**src/rtl/fp_addsub_seq.sv**
```systemverilog
// Multi-cycle floating-point adder/subtractor with a start/done handshake.
// Operands pass through ALIGN, ADD, NORM (iterative) and ROUND before DONE.
module fp_addsub_seq #(
   parameter int N_float = 32,
   parameter int N_exp   = 8,
   parameter int N_mant  = 23
) (
   input  logic               clk,
   input  logic               rst_n,
   input  logic               start,
   input  logic               op,
   input  logic [N_float-1:0] float_A,
   input  logic [N_float-1:0] float_B,
   output logic               busy,
   output logic               done,
   output logic [N_float-1:0] float_R,
   output logic [3:0]         flags
);

   // Working field layout: {hidden, mantissa, guard, round, sticky}
   localparam int W = N_mant + 4;
   localparam logic [N_exp-1:0] EXP_ONES = '1;
   localparam logic [N_exp-1:0] EXP_ONE  = N_exp'(1);
   localparam logic [N_exp-1:0] W_E      = N_exp'(W);

   typedef enum logic [2:0] {
      ST_IDLE, ST_ALIGN, ST_ADD, ST_NORM, ST_ROUND, ST_DONE
   } state_t;

   state_t               state_q, state_d;
   logic [N_float-1:0]   a_q, a_d, b_q, b_d;
   logic [N_float-1:0]   float_r_q, float_r_d;
   logic [3:0]           flags_q, flags_d;
   logic                 sign_q, sign_d, eff_sub_q, eff_sub_d;
   logic [N_exp-1:0]     exp_q, exp_d;
   logic [W:0]           work_q, work_d;
   logic [W-1:0]         s_q, s_d;

   logic                 a_sign, b_sign, a_zero, b_zero, a_inf, b_inf, a_nan, b_nan;
   logic [N_exp-1:0]     a_exp, b_exp;
   logic [N_mant-1:0]    a_man, b_man;
   logic [W-1:0]         a_field, b_field;

   assign a_sign  = a_q[N_float-1];
   assign b_sign  = b_q[N_float-1];
   assign a_exp   = a_q[N_float-2 -: N_exp];
   assign b_exp   = b_q[N_float-2 -: N_exp];
   assign a_man   = a_q[N_mant-1:0];
   assign b_man   = b_q[N_mant-1:0];
   assign a_zero  = (a_exp == '0);
   assign b_zero  = (b_exp == '0);
   assign a_inf   = (a_exp == EXP_ONES) && (a_man == '0);
   assign b_inf   = (b_exp == EXP_ONES) && (b_man == '0);
   assign a_nan   = (a_exp == EXP_ONES) && (a_man != '0);
   assign b_nan   = (b_exp == EXP_ONES) && (b_man != '0);
   assign a_field = a_zero ? '0 : {1'b1, a_man, 3'b000};
   assign b_field = b_zero ? '0 : {1'b1, b_man, 3'b000};

   logic                 a_is_l, l_sign;
   logic [N_exp-1:0]     l_exp, s_exp, diff, shamt;
   logic [W-1:0]         l_field, s_field, s_aligned;
   logic [2*W-1:0]       wide;

   // Zeros carry a zero field, so a plain {exp, field} compare orders magnitudes.
   assign a_is_l    = {a_exp, a_field} >= {b_exp, b_field};
   assign l_sign    = a_is_l ? a_sign  : b_sign;
   assign l_exp     = a_is_l ? a_exp   : b_exp;
   assign s_exp     = a_is_l ? b_exp   : a_exp;
   assign l_field   = a_is_l ? a_field : b_field;
   assign s_field   = a_is_l ? b_field : a_field;
   assign diff      = l_exp - s_exp;
   assign shamt     = (diff > W_E) ? W_E : diff;
   assign wide      = {s_field, {W{1'b0}}} >> shamt;
   assign s_aligned = wide[2*W-1:W] | {{(W-1){1'b0}}, |wide[W-1:0]};

   logic                 rnd_inc, rnd_inexact;
   logic [N_mant+1:0]    man_r;
   logic [N_exp:0]       exp_r;
   logic [N_mant-1:0]    man_fin;

   assign rnd_inc     = work_q[2] & (work_q[1] | work_q[0] | work_q[3]);
   assign rnd_inexact = work_q[2] | work_q[1] | work_q[0];
   assign man_r       = {1'b0, work_q[W-1:3]} + {{(N_mant+1){1'b0}}, rnd_inc};
   assign exp_r       = {1'b0, exp_q} + {{N_exp{1'b0}}, man_r[N_mant+1]};
   assign man_fin     = man_r[N_mant+1] ? man_r[N_mant:1] : man_r[N_mant-1:0];

   always_comb begin
      state_d   = state_q;
      a_d       = a_q;
      b_d       = b_q;
      float_r_d = float_r_q;
      flags_d   = flags_q;
      sign_d    = sign_q;
      eff_sub_d = eff_sub_q;
      exp_d     = exp_q;
      work_d    = work_q;
      s_d       = s_q;
      case (state_q)
         ST_IDLE: begin
            if (start) begin
               a_d     = float_A;
               b_d     = {float_B[N_float-1] ^ op, float_B[N_float-2:0]};
               state_d = ST_ALIGN;
            end
         end
         ST_ALIGN: begin
            if (a_nan || b_nan || (a_inf && b_inf && (a_sign != b_sign))) begin
               float_r_d = {1'b0, EXP_ONES, 1'b1, {(N_mant-1){1'b0}}};
               flags_d   = 4'b1000;
               state_d   = ST_DONE;
            end else if (a_inf || b_inf) begin
               float_r_d = a_inf ? a_q : b_q;
               flags_d   = 4'b0000;
               state_d   = ST_DONE;
            end else begin
               sign_d    = l_sign;
               eff_sub_d = a_sign ^ b_sign;
               exp_d     = l_exp;
               work_d    = {1'b0, l_field};
               s_d       = s_aligned;
               state_d   = ST_ADD;
            end
         end
         ST_ADD: begin
            work_d  = eff_sub_q ? (work_q - {1'b0, s_q}) : (work_q + {1'b0, s_q});
            state_d = ST_NORM;
         end
         ST_NORM: begin
            if (work_q[W]) begin
               work_d  = {1'b0, work_q[W:2], work_q[1] | work_q[0]};
               exp_d   = exp_q + EXP_ONE;
               state_d = ST_ROUND;
            end else if (work_q == '0) begin
               // Only two -0 operands (an effective add) keep the negative sign.
               float_r_d = {eff_sub_q ? 1'b0 : sign_q, {(N_float-1){1'b0}}};
               flags_d   = 4'b0000;
               state_d   = ST_DONE;
            end else if (work_q[W-1]) begin
               state_d = ST_ROUND;
            end else if (exp_q == EXP_ONE) begin
               float_r_d = {sign_q, {(N_float-1){1'b0}}};
               flags_d   = 4'b0011;
               state_d   = ST_DONE;
            end else begin
               work_d = {work_q[W-1:0], 1'b0};
               exp_d  = exp_q - EXP_ONE;
            end
         end
         ST_ROUND: begin
            if (exp_r >= {1'b0, EXP_ONES}) begin
               float_r_d = {sign_q, EXP_ONES, {N_mant{1'b0}}};
               flags_d   = 4'b0101;
            end else begin
               float_r_d = {sign_q, exp_r[N_exp-1:0], man_fin};
               flags_d   = {3'b000, rnd_inexact};
            end
            state_d = ST_DONE;
         end
         ST_DONE: state_d = ST_IDLE;
         default: state_d = ST_IDLE;
      endcase
   end

   always_ff @(posedge clk or negedge rst_n) begin
      if (!rst_n) begin
         state_q   <= ST_IDLE;
         a_q       <= '0;
         b_q       <= '0;
         float_r_q <= '0;
         flags_q   <= '0;
         sign_q    <= 1'b0;
         eff_sub_q <= 1'b0;
         exp_q     <= '0;
         work_q    <= '0;
         s_q       <= '0;
      end else begin
         state_q   <= state_d;
         a_q       <= a_d;
         b_q       <= b_d;
         float_r_q <= float_r_d;
         flags_q   <= flags_d;
         sign_q    <= sign_d;
         eff_sub_q <= eff_sub_d;
         exp_q     <= exp_d;
         work_q    <= work_d;
         s_q       <= s_d;
      end
   end

   assign busy    = (state_q != ST_IDLE);
   assign done    = (state_q == ST_DONE);
   assign float_R = float_r_q;
   assign flags   = flags_q;

endmodule

```
**config.mk**
```make
export PLATFORM = sky130hd
export DESIGN_NAME = fp_addsub_seq
export DESIGN_NICKNAME = d
export VERILOG_FILES = /design/src/rtl/fp_addsub_seq.sv
export SDC_FILE = /design/constraint.sdc
export NUM_CORES = 1
export LEC_CHECK = 0
export CAP_MARGIN = 20
export CORE_ASPECT_RATIO = 0.6
export CORE_MARGIN = 2
export CORE_UTILIZATION = 50
export DETAILED_ROUTE_END_ITERATION = 16
export GPL_TIMING_DRIVEN = 0
export PLACE_DENSITY = 0.7
export SETUP_SLACK_MARGIN = 0.05
export SYNTH_ARGS = -nofsm -noshare
export SYNTH_HDL_FRONTEND = slang
export SYNTH_SLANG_ARGS = --single-unit
```
**constraint.sdc**
```tcl
create_clock -name clk -period 18.06 [get_ports clk]
set_input_delay 2.709 -clock clk [delete_from_list [all_inputs] [get_ports clk]]
set_output_delay 2.709 -clock clk [all_outputs]
set_load 0.03 [all_outputs]
```
==> impl_metrics.ini <==
[cells_and_area]
drive_gt1_share_pct = 7.42
layout_common_cells = nand2_1 (234), dfrtp_1 (168), nor2_1 (163)
final_core_util_pct = 59.3
final_common_cell = nand2_1
multiInputGateArea_mm2 = 0.00870
nFillCells = 2451
regArea_mm2 = 0.00420
diodes = 0
area_growth_pct = 15.9
layout.nets = 1970
postLayoutCellArea_mm2 = 0.0157

[timing]
relSlewSlack_pct = 34.0
tightest_slew_ns = 0.983
layout_setup_ws_ns = 8.12
slew_violations = 0
fin_crit_sh_pct = 55.0
fmax_mhz = 101
rsz0062_at_grt = no
setup_viol = 0
final.min_clock_period_ns = 9.94
hold_viol_final = 0
tns_ns = 0
clock-skew-final_ns = 0.0133

[route]
viasPerCell = 6.57
wl_per_cell_um = 23.1
post-route-drc-count = 0
drt-total-wl_mm = 50.9
vias = 14500
antenna_left = 0
firstDrtPassIters = 6
drtIter0Drc = 2182

[placed_design]
routabilityCongestion = 1.01
io_buffer_count = 105
post-place-ws_ns = 8.21
dp_hpwl_mm = 40.5
dpl_cell_area_mm2 = 0.0151

[min_path]
hold_path_class = register to register

[clock_tree]
clockBufferDepth = 2
cts_tree = yes
clkSlewWorstSetupHoldPaths_ns = 0.08
clk_latency_ns = 0.47
cts_htree_levels = 4
post_cts_buffers = 0
clkSinkCount = 168
cts_resized = 0
cts_buffers = 17
root_buffer = clkbuf_16
holdBufCountCts = 0

[die]
die_y_um = 132
start_util_pct = 51.1
core_area_mm2 = 0.0265
num_rows = 46
io_pins = 106
die_w_um = 217
dieArea_mm2 = 0.0285

[logic_synthesis]
synth-edff-count = 0
syn_nets = 1842
yosysTopAreaCell = dfrtp_1
syn_area_mm2 = 0.0136
synthTopCellsByArea = dfrtp_1 (31%), nand2_1 (6.5%), ha_1 (6.2%), o21ai_0 (5.5%), mux2_2 (5.5%)
synth_top_area_share_pct = 31.0
synth_cells = 1706
synth-main-ff-cell = dfrtp_1
synthArstFlopShare_pct = 100
ys_ff_latch = 168
postSynthAreaPerCell_um2 = 7.95
ys_seq_area_share_pct = 31.0
synthDistinctLibCells = 77
yosys_warnings = 0

[setup_path]
cp_slowest_stage_delay_ns = 0.75
cp.required_ns = 18.38
cpLargestDelayFamily = simple AND/OR/NAND/NOR gates
cp-end-kind = register
cp-start-kind = register
path_class = register to register
critical-path-slowest-cell = a311oi_1
cp.buffers_inverters = 6
cp_max_fo = 10
crit_path_frequent_cell = nand2_1
arrival_ns = 10.26

[global_routing]
grt_pass1_vias = 13100
antenna_found_initial = 0
grt_first_pass_wirelength_mm = 78.4
track_usage_pct = 35.7
grt_max_degree = 98
grt.overflow.total = 0

[run_status]
status = completed

[run]
maxCapViolCount = 0
-- path summary, 6_finish.rpt --
path,startpoint,slack [ns],cells past startpoint,to
max,b_q[24],8.12,32,s_q[0]
min,float_R[5],0.48,2,float_R[5]
max reg2reg,b_q[24],8.12,32,s_q[0]
min reg2reg,float_R[5],0.48,2,float_R[5]
max in group asynchronous,rst_n,14.97,2,float_R[20]
min in group asynchronous,rst_n,2.17,1,a_q[7]
-- cell usage after synthesis, drive strengths merged (8+ instances only) --
| cell | count |
|---|---|
| o311ai | 8 |
| xor2 | 18 |
| a21oi | 100 |
| buf | 26 |
| ha | 67 |
| a222oi | 16 |
| nand4 | 25 |
| a211oi | 22 |
| mux2 | 66 |
| xnor2 | 56 |
| or2 | 10 |
| o22ai | 19 |
| and2 | 17 |
| o21ai | 150 |
| nand2 | 234 |
| or3 | 9 |
| a221oi | 11 |
| nor2 | 163 |
| nor2b | 13 |
| clkbuf | 82 |
| a21o | 17 |
| a31oi | 50 |
| nor3 | 39 |
| o221ai | 11 |
| mux2i | 16 |
| nand3 | 31 |
| dfrtp | 168 |
| o211ai | 17 |
| a22o | 11 |
| nand2b | 18 |
| nor4 | 34 |
| inv | 61 |
| and3 | 19 |
| o21a | 17 |
-- worst reg2reg max path, delay by kind of cell, from the launching register on --
| family | cells | cell delay [ns] |
|---|---|---|
| AND/OR/NAND/NOR | 14 | 3.19 |
| AO/OA/AOI/OAI | 9 | 2.88 |
| buffers and inverters | 6 | 2.47 |
| adder cells (fa/ha/maj) | 2 | 0.59 |
| multiplexers | 1 | 0.33 |
| flip-flops | 1 | 0.32 |
-- per-layer routing --
layer | track usage [%] | vias up | routed length, um
met5 | 0 | - | 0
met3 | 12.4 | 79 | 6900
met1 | 55.5 | 7025 | 23800
li1 | - | 6532 | -
met4 | 9.78 | 0 | 1200
met2 | 45.4 | 871 | 19100
-- registers in the layout, summed over array words and instances, names as in the netlist --
register and count:
flags 4, float_R 32, work_q 28, sign_q 1, s_q 27, state_q 3, b_q 32, eff_sub_q 1
exp_q 8, a_q 32
-- metrics by stage --
| stage | instances | hold WS [ns] |
|---|---|---|
| after floorplan | 1706 | 0.492 |
| after global placement | 2171 | 0.465 |
| after detailed placement | 2173 | 0.472 |
| after CTS | 2205 | 0.489 |
| after global routing | 2207 | 0.520 |
| final | 2207 | 0.482 |
-- kinds of logic (layout without fill, tap and decap cells) --
family          Yosys count  after routing  synth area share, %
simple gates            621            621                 21.0
mux                      82             82                 6.66
buf+inv                 169            310                 4.87
flops                   168            168                 31.0
compound gates          524            524                 25.4
xor+xnor                 74             74                 4.78
fa+ha+maj                68             68                 6.33
-- final cells by class --
| type | count | area share, % |
|---|---|---|
| multi-input combinational | 1369 | 55.4 |
| sequential | 168 | 26.7 |
| timing repair buffer | 109 | 7.02 |
| tap | 360 | 2.87 |
| buffer | 108 | 2.75 |
| clock buffer | 17 | 2.71 |
| inverter | 61 | 1.46 |
| clock inverter | 15 | 1.11 |
Power is not shown: default switching activity piles up to over one toggle a cycle in this logic, so the estimate is an artifact.
